<file path="config.mk">
export PLATFORM = sky130hd
export DESIGN_NAME = io_uart_tx_block
export DESIGN_NICKNAME = d
export VERILOG_FILES = /design/src/rtl/io_uart_tx_block.sv
export SDC_FILE = /design/constraint.sdc
export NUM_CORES = 1
export LEC_CHECK = 0
export ABC_AREA = 1
export BUFFER_PORTS_ARGS = -buffer_cell sky130_fd_sc_hd__buf_2
export CAP_MARGIN = 20
export CORE_ASPECT_RATIO = 0.7
export CORE_MARGIN = 2
export CORE_UTILIZATION = 65
export CTS_BUF_LIST = sky130_fd_sc_hd__clkbuf_4 sky130_fd_sc_hd__clkbuf_8
export DETAILED_ROUTE_END_ITERATION = 12
export GPL_ROUTABILITY_DRIVEN = 1
export GPL_TIMING_DRIVEN = 0
export PLACE_DENSITY = 0.83
export SLEW_MARGIN = 30
export SYNTH_ARGS = -nofsm -noshare
export SYNTH_HDL_FRONTEND = slang
export SYNTH_SLANG_ARGS = --single-unit
</file>
<file path="constraint.sdc">
create_clock -name Clock -period 8.2 [get_ports Clock]
set_input_delay 1.23 -clock Clock [delete_from_list [all_inputs] [get_ports Clock]]
set_output_delay 1.23 -clock Clock [all_outputs]
set_load 0.02 [all_outputs]
</file>
<file path="src/rtl/io_uart_tx_block.sv">
// UART transmitter (8N1) with a TX FIFO, driven by single-cycle bridge strobes.
// Access decode is registered, so every register effect lands one edge after the strobe.
module io_uart_tx_block #(
    parameter int          BLOCK_INDEX     = 0,
    parameter int          FIFO_DEPTH      = 8,
    parameter logic [15:0] DEFAULT_DIVISOR = 16'd434
) (
    input  logic                        Clock,
    input  logic                        Reset,
    input  logic [31:0]                 WrData,
    input  logic                        WrEn,
    input  logic                        RdEn,
    input  logic [7:0]                  BlockSelect,
    input  logic [3:0]                  RegAddress,
    output logic                        Tx,
    output logic                        TxBusy,
    output logic [$clog2(FIFO_DEPTH):0] FifoCount,
    output logic                        FifoEmpty,
    output logic                        FifoFull,
    output logic                        Overflow,
    output logic                        Enable
);

    localparam int                PTR_W   = $clog2(FIFO_DEPTH);
    localparam int                CNT_W   = PTR_W + 1;
    localparam logic [CNT_W-1:0]  DEPTH_C = CNT_W'(FIFO_DEPTH);

    typedef enum logic [1:0] {ST_IDLE, ST_START, ST_DATA, ST_STOP} state_t;

    logic             wr_r, rd_r;
    logic [3:0]       addr_r;
    logic [15:0]      data_r;
    logic             push_s, div_wr_s, ctrl_wr_s, rd_clr_s, flush_s, ovf_clr_s;
    logic             accept_s, ovf_set_s, pop_s, full_s, empty_s;
    logic [CNT_W-1:0] count_r, count_nxt_s;
    logic [PTR_W-1:0] wr_ptr_r, rd_ptr_r;
    logic [7:0]       mem_r [FIFO_DEPTH];
    logic             enable_r, ovf_r, empty_r, full_r;
    logic [15:0]      divisor_r, eff_div_s, bit_div_r, timer_r;
    state_t           state_r, state_nxt_s;
    logic             start_s, bit_end_s;
    logic [2:0]       idx_r, idx_nxt_s;
    logic [7:0]       shift_r;
    logic             tx_r, tx_nxt_s, busy_r, busy_nxt_s;
    logic             unused_s;

    assign unused_s = &{1'b0, WrData[31:16]};

    // Capture the qualified bridge strobe, address and data
    always_ff @(posedge Clock or negedge Reset) begin
        if (!Reset) begin
            wr_r   <= 1'b0;
            rd_r   <= 1'b0;
            addr_r <= 4'd0;
            data_r <= 16'd0;
        end else begin
            wr_r   <= WrEn & BlockSelect[BLOCK_INDEX];
            rd_r   <= RdEn & BlockSelect[BLOCK_INDEX];
            addr_r <= RegAddress;
            data_r <= WrData[15:0];
        end
    end

    // Register decode of the captured access
    always_comb begin
        push_s    = 1'b0;
        div_wr_s  = 1'b0;
        ctrl_wr_s = 1'b0;
        rd_clr_s  = 1'b0;
        if (wr_r) begin
            case (addr_r)
                4'd0:    push_s    = 1'b1;
                4'd1:    div_wr_s  = 1'b1;
                4'd2:    ctrl_wr_s = 1'b1;
                default: push_s    = 1'b0;
            endcase
        end else begin
            push_s = 1'b0;
        end
        if (rd_r && (addr_r == 4'd3)) begin
            rd_clr_s = 1'b1;
        end else begin
            rd_clr_s = 1'b0;
        end
    end

    assign flush_s   = ctrl_wr_s & data_r[2];
    assign ovf_clr_s = (ctrl_wr_s & data_r[1]) | rd_clr_s;
    assign full_s    = (count_r == DEPTH_C);
    assign empty_s   = (count_r == '0);
    assign eff_div_s = (divisor_r < 16'd2) ? 16'd2 : divisor_r;
    assign pop_s     = start_s;

    // FIFO accept/overflow/count; a flush empties first, then a concurrent push lands
    always_comb begin
        accept_s    = 1'b0;
        ovf_set_s   = 1'b0;
        count_nxt_s = count_r;
        if (flush_s) begin
            accept_s    = push_s;
            count_nxt_s = push_s ? CNT_W'(1) : '0;
        end else begin
            if (push_s && (!full_s || pop_s)) begin
                accept_s = 1'b1;
            end else begin
                accept_s = 1'b0;
            end
            ovf_set_s = push_s & full_s & ~pop_s;
            case ({accept_s, pop_s})
                2'b10:   count_nxt_s = count_r + CNT_W'(1);
                2'b01:   count_nxt_s = count_r - CNT_W'(1);
                default: count_nxt_s = count_r;
            endcase
        end
    end

    // FIFO storage (no reset needed: reads are gated by count)
    always_ff @(posedge Clock) begin
        if (accept_s) begin
            mem_r[wr_ptr_r] <= data_r[7:0];
        end
    end

    // FIFO pointers, count and status flags
    always_ff @(posedge Clock or negedge Reset) begin
        if (!Reset) begin
            wr_ptr_r <= '0;
            rd_ptr_r <= '0;
            count_r  <= '0;
            empty_r  <= 1'b1;
            full_r   <= 1'b0;
        end else begin
            if (accept_s) begin
                wr_ptr_r <= wr_ptr_r + PTR_W'(1);
            end
            if (flush_s) begin
                rd_ptr_r <= wr_ptr_r;
            end else if (pop_s) begin
                rd_ptr_r <= rd_ptr_r + PTR_W'(1);
            end
            count_r <= count_nxt_s;
            empty_r <= (count_nxt_s == '0);
            full_r  <= (count_nxt_s == DEPTH_C);
        end
    end

    // Control, divisor and sticky overflow (set beats clear)
    always_ff @(posedge Clock or negedge Reset) begin
        if (!Reset) begin
            enable_r  <= 1'b0;
            divisor_r <= DEFAULT_DIVISOR;
            ovf_r     <= 1'b0;
        end else begin
            if (ctrl_wr_s) begin
                enable_r <= data_r[0];
            end
            if (div_wr_s) begin
                divisor_r <= data_r;
            end
            if (ovf_set_s) begin
                ovf_r <= 1'b1;
            end else if (ovf_clr_s) begin
                ovf_r <= 1'b0;
            end
        end
    end

    // FSM state register
    always_ff @(posedge Clock or negedge Reset) begin
        if (!Reset) begin
            state_r <= ST_IDLE;
        end else begin
            state_r <= state_nxt_s;
        end
    end

    // FSM next state; the last STOP cycle may launch the next frame directly
    always_comb begin
        state_nxt_s = state_r;
        start_s     = 1'b0;
        bit_end_s   = (timer_r == 16'd0);
        case (state_r)
            ST_IDLE: begin
                if (enable_r && !empty_s) begin
                    state_nxt_s = ST_START;
                    start_s     = 1'b1;
                end else begin
                    state_nxt_s = ST_IDLE;
                end
            end
            ST_START: begin
                if (bit_end_s) begin
                    state_nxt_s = ST_DATA;
                end else begin
                    state_nxt_s = ST_START;
                end
            end
            ST_DATA: begin
                if (bit_end_s && (idx_r == 3'd7)) begin
                    state_nxt_s = ST_STOP;
                end else begin
                    state_nxt_s = ST_DATA;
                end
            end
            ST_STOP: begin
                if (bit_end_s) begin
                    if (enable_r && !empty_s) begin
                        state_nxt_s = ST_START;
                        start_s     = 1'b1;
                    end else begin
                        state_nxt_s = ST_IDLE;
                    end
                end else begin
                    state_nxt_s = ST_STOP;
                end
            end
            default: state_nxt_s = ST_IDLE;
        endcase
    end

    // FSM outputs: next line level, bit index and busy, all registered below
    always_comb begin
        tx_nxt_s   = 1'b1;
        busy_nxt_s = (state_nxt_s != ST_IDLE);
        if (state_r == ST_DATA) begin
            idx_nxt_s = bit_end_s ? (idx_r + 3'd1) : idx_r;
        end else begin
            idx_nxt_s = 3'd0;
        end
        case (state_nxt_s)
            ST_START: tx_nxt_s = 1'b0;
            ST_DATA:  tx_nxt_s = shift_r[idx_nxt_s];
            default:  tx_nxt_s = 1'b1;
        endcase
    end

    // Frame datapath: head byte, latched bit period and the bit timer
    always_ff @(posedge Clock or negedge Reset) begin
        if (!Reset) begin
            shift_r   <= 8'd0;
            bit_div_r <= DEFAULT_DIVISOR;
            timer_r   <= 16'd0;
            idx_r     <= 3'd0;
            tx_r      <= 1'b1;
            busy_r    <= 1'b0;
        end else begin
            if (start_s) begin
                shift_r   <= mem_r[rd_ptr_r];
                bit_div_r <= eff_div_s;
                timer_r   <= eff_div_s - 16'd1;
            end else if (state_r != ST_IDLE) begin
                timer_r <= bit_end_s ? (bit_div_r - 16'd1) : (timer_r - 16'd1);
            end
            idx_r  <= idx_nxt_s;
            tx_r   <= tx_nxt_s;
            busy_r <= busy_nxt_s;
        end
    end

    assign Tx        = tx_r;
    assign TxBusy    = busy_r;
    assign FifoCount = count_r;
    assign FifoEmpty = empty_r;
    assign FifoFull  = full_r;
    assign Overflow  = ovf_r;
    assign Enable    = enable_r;

endmodule

</file>
==> impl_metrics.tcl <==
set metrics [dict create \
    run_status "complete, no violations" \
    fin_tns_setup_ns 0 \
    maxSlewHeadroom_pct 43.78 \
    count_of_cells_resized_by_post_cts_repair 0 \
    grt_pass1_wl_microns 28000 \
    final.setup_skew_ns 0.01177 \
    grt_setup_unrepaired "false" \
    synth_fa_ha_area_share_pct 1.857 \
    synth_warnings 0 \
    ys_seq_area_share_pct 59.55 \
    timing.final.crit_share_pct 35.99 \
    synth_cells 764 \
    num_io_pins 58 \
    worst_margin_pin_slew_ns 0.8401 \
    timing_max_transition_violations_final 0 \
    cts.path.max_buffers 2 \
    mappedNetlistNets 823 \
    cts_buffers 17 \
    vias_in_the_first_global_route 5598 \
    die_w_microns 131.6 \
    yosys.cell_types.count 40 \
    place_hpwl_microns 12350 \
    root_buffer "clkbuf_8" \
    required_ns 8.29 \
    die-height_microns 93.35 \
    count_of_fill_cells_added_during_filler_insertion 771 \
    synth_area_sq_um 7412 \
    crit_fanout 10 \
    finalWorstPathRequiredPeriod_ns 2.951 \
    ys_dominant_reg_cell "dfrtp_1" \
    synthXorXnorAreaFrac_pct 0.3545 \
    grt_start_max_net_pins 74 \
    area_growth_syn_to_layout_pct 10.96 \
    routed_wl_microns 16810 \
    num-nets-final 877 \
    postCtsSetupBuffers 0 \
    regArea_sq_um 4414 \
    vias 5667 \
    power_report.internal_total_w 0.001573 \
    overflow 0 \
    design.core.area_sq_um 11050 \
    htree_levels 4 \
    critPathLaunchType "register" \
    cellLeakagePower_nw 3.670 \
    buffer_ports.inserted 34 \
    route.detailed.drc 0 \
    antenna_violating_nets_post_route 0 \
    synth_async_sr_flop_share_pct 60.74 \
    ir_drop_uv 179.2 \
    maxClockFrequency_mhz 338.8 \
    post_drt_via_cell_ratio 5.759 \
    muxShareOfSynthArea_pct 1.671 \
    start_util_pct 67.07 \
    clock_network_fraction_of_total_power_pct 22.1 \
    global_route.usage.total_pct 29.86 \
    dr.first_iter.drc_count 683 \
    cts_tree "built" \
    die_area_sq_um 12290 \
    ys_ff_latch 163 \
    dp_worst_setup_slack_ns 5.292 \
    drive_gt1_share_pct 19.37 \
    hold_bufs_inserted_after_cts 0 \
    synth-compound-area-share_pct 7.816 \
    multi_input_area_sq_um 2613 \
    grt_antenna_before_repair 0 \
    total_switching_power_w 0.001081 \
    timing.hold.worst.class "reg2reg" \
    setup.worst_path.class "reg2reg" \
    final_critical_path_setup_slack_ns 5.249 \
    synth_top_family_by_area "simple AND/OR/NAND/NOR gates" \
    p_sw_share_pct 40.74 \
    globalplace.congestion 0.9173 \
    post_synth_edffs 64 \
    seq_power_share_pct 41.8 \
    detail_route.first_pass.iterations 6 \
    report.final.hold_viol_count 0 \
    clock_sinks 163 \
    wl_per_cell_microns 17.09 \
    finalSetupViolations 0 \
    cap_viol_max_count 0 \
    cp-end-kind "register" \
    synth_simple_gate_area_share_pct 23.28 \
    cp.arrival_ns 3.04 \
    clock_insertion_delay_worst_skew_ns 0.46 \
    ant_cells 0 \
    placementRows 32 \
    syn_avg_cell_area_sq_um 9.702 \
    pwr-share-comb_pct 36.1 \
    clkSlewWorstSetupHoldPaths_ns 0.10 \
    power_density_nw_per_um2 322.7 \
]
==> state kept, by name, indices dropped and copies added, names as in the netlist <==
register   flops
bit_div_r     16
divisor_r     16
Overflow       1
state_r        2
FifoFull       1
rd_r           1
wr_ptr_r       3
Enable         1
mem_r         64
FifoCount      4
TxBusy         1
timer_r       16
wr_r           1
rd_ptr_r       3
FifoEmpty      1
shift_r        8
addr_r         4
data_r        16
Tx             1
idx_r          3
==> synth_stat cells (12+ instances only) <==
| master | instances | area, sq um |
|---|---|---|
| nor2_1 | 100 | 375.4 |
| clkbuf_1 | 14 | 52.55 |
| nand2_1 | 180 | 675.7 |
| o21ai_0 | 42 | 210.2 |
| dfrtp_1 | 87 | 2177 |
| edfxtp_1 | 64 | 1922 |
| dfstp_2 | 12 | 315.3 |
| nand3_1 | 39 | 195.2 |
| inv_1 | 69 | 259.0 |
| nor2_2 | 13 | 81.33 |
| o32ai_1 | 16 | 140.1 |
| nand2_2 | 16 | 100.1 |
==> layout make-up <==
class | count | area share [%]
Clock inverter | 15 | 1.978
Tap cell | 153 | 2.328
Inverter | 75 | 3.423
Clock buffer | 17 | 2.845
Timing Repair Buffer | 35 | 2.480
Sequential cell | 163 | 53.67
Multi-Input combinational cell | 501 | 31.77
Buffer | 25 | 1.506
==> per-stage QoR <==
stage,std cells,total power (W),hold WS (ns),cell area (sq um),utilization [%]
2_1_floorplan,764,0.001791,0.4422,7412,-
4_1_cts,984,0.002646,0.4687,8224,74.42
5_1_grt,984,0.002826,0.5006,8224,74.42
3_5_place_dp,952,0.002063,0.4552,7828,70.83
6_report,984,0.002654,0.4714,8224,74.42
3_3_place_gp,951,0.002007,0.4508,7774,70.35
==> layout by cell type (no fill, tap or decap), types with 2 or more instances in the layout <==
| cell | n |
|---|---|
| nand2_1 | 180 |
| nor2_1 | 100 |
| dfrtp_1 | 87 |
| inv_1 | 69 |
| edfxtp_1 | 64 |
| o21ai_0 | 42 |
| nand3_1 | 39 |
| buf_2 | 36 |
| clkbuf_8 | 17 |
| nand2_2 | 16 |
| o32ai_1 | 16 |
| clkbuf_1 | 14 |
| nor2_2 | 13 |
| dfstp_2 | 12 |
| a31oi_1 | 11 |
| mux2_2 | 11 |
| ha_1 | 11 |
| a21oi_1 | 8 |
| nand2_4 | 7 |
| nor2_4 | 7 |
| inv_2 | 6 |
| nand3_2 | 5 |
| nor3_2 | 5 |
| inv_6 | 5 |
| o21bai_1 | 4 |
| o211ai_1 | 4 |
| o21ai_1 | 4 |
| inv_8 | 4 |
| nor3_1 | 3 |
| nand4_1 | 3 |
| buf_4 | 3 |
| buf_6 | 3 |
| buf_1 | 3 |
| or2_2 | 2 |
| xor2_1 | 2 |
| clkinv_2 | 2 |
| clkinv_4 | 2 |
==> per-layer routing <==
| metal | vias up | wire length, microns | share of wire [%] | global-route usage [%] |
|---|---|---|---|---|
| met3 | 25 | 1717 | 10 | 7.425 |
| met5 | - | 0 | 0 | 0.4274 |
| met1 | 2731 | 7562 | 45 | 44.51 |
| met4 | 0 | 281 | 1.7 | 10.42 |
| li1 | 2624 | - | - | - |
| met2 | 287 | 7251 | 43 | 43.15 |
==> power by group through the flow <==
| stage | Combinational (W) | Sequential, W | Clock (W) |
|---|---|---|---|
| 6_report | 0.000958 | 0.00111 | 0.000586 |
| 4_1_cts | 0.000946 | 0.00111 | 0.000592 |
| 5_1_grt | 0.00107 | 0.00113 | 0.000625 |
| 2_1_floorplan | 0.000681 | 0.00111 | 0 |
| 3_5_place_dp | 0.000940 | 0.00112 | 0 |
| 3_3_place_gp | 0.000891 | 0.00112 | 0 |
==> worst paths after layout <==
path / to / cells after the start / startpoint / slack (ns)
max in group asynchronous: divisor_r[1] / 2 / Reset / 6.89
min: bit_div_r[5] / 2 / bit_div_r[5] / 0.47
max reg2reg: mem_r[4][4] / 11 / timer_r[6] / 5.25
min in group asynchronous: wr_ptr_r[2] / 1 / Reset / 0.62
min reg2reg: bit_div_r[5] / 2 / bit_div_r[5] / 0.47
max: mem_r[4][4] / 11 / timer_r[6] / 5.25
==> worst max-delay path, stage by stage (launching register included) <==
cell     delay [ns]
dfrtp_1        0.42
nor2_1         0.13
nand2_1        0.15
nor2_2         0.17
nand3_2        0.11
nand2_4        0.11
nand2_4        0.09
buf_6          0.16
nand2_1        0.11
nand2_1        0.10
or2_2          0.37
nor2_1         0.65
==> cell families after synthesis <==
group / after synthesis
buf+inv: 100
simple gates: 382
flops: 163
mux: 11
xor+xnor: 3
fa+ha+maj: 11
compound gates: 94
No activity file was read; power rests on OpenSTA's default activity.
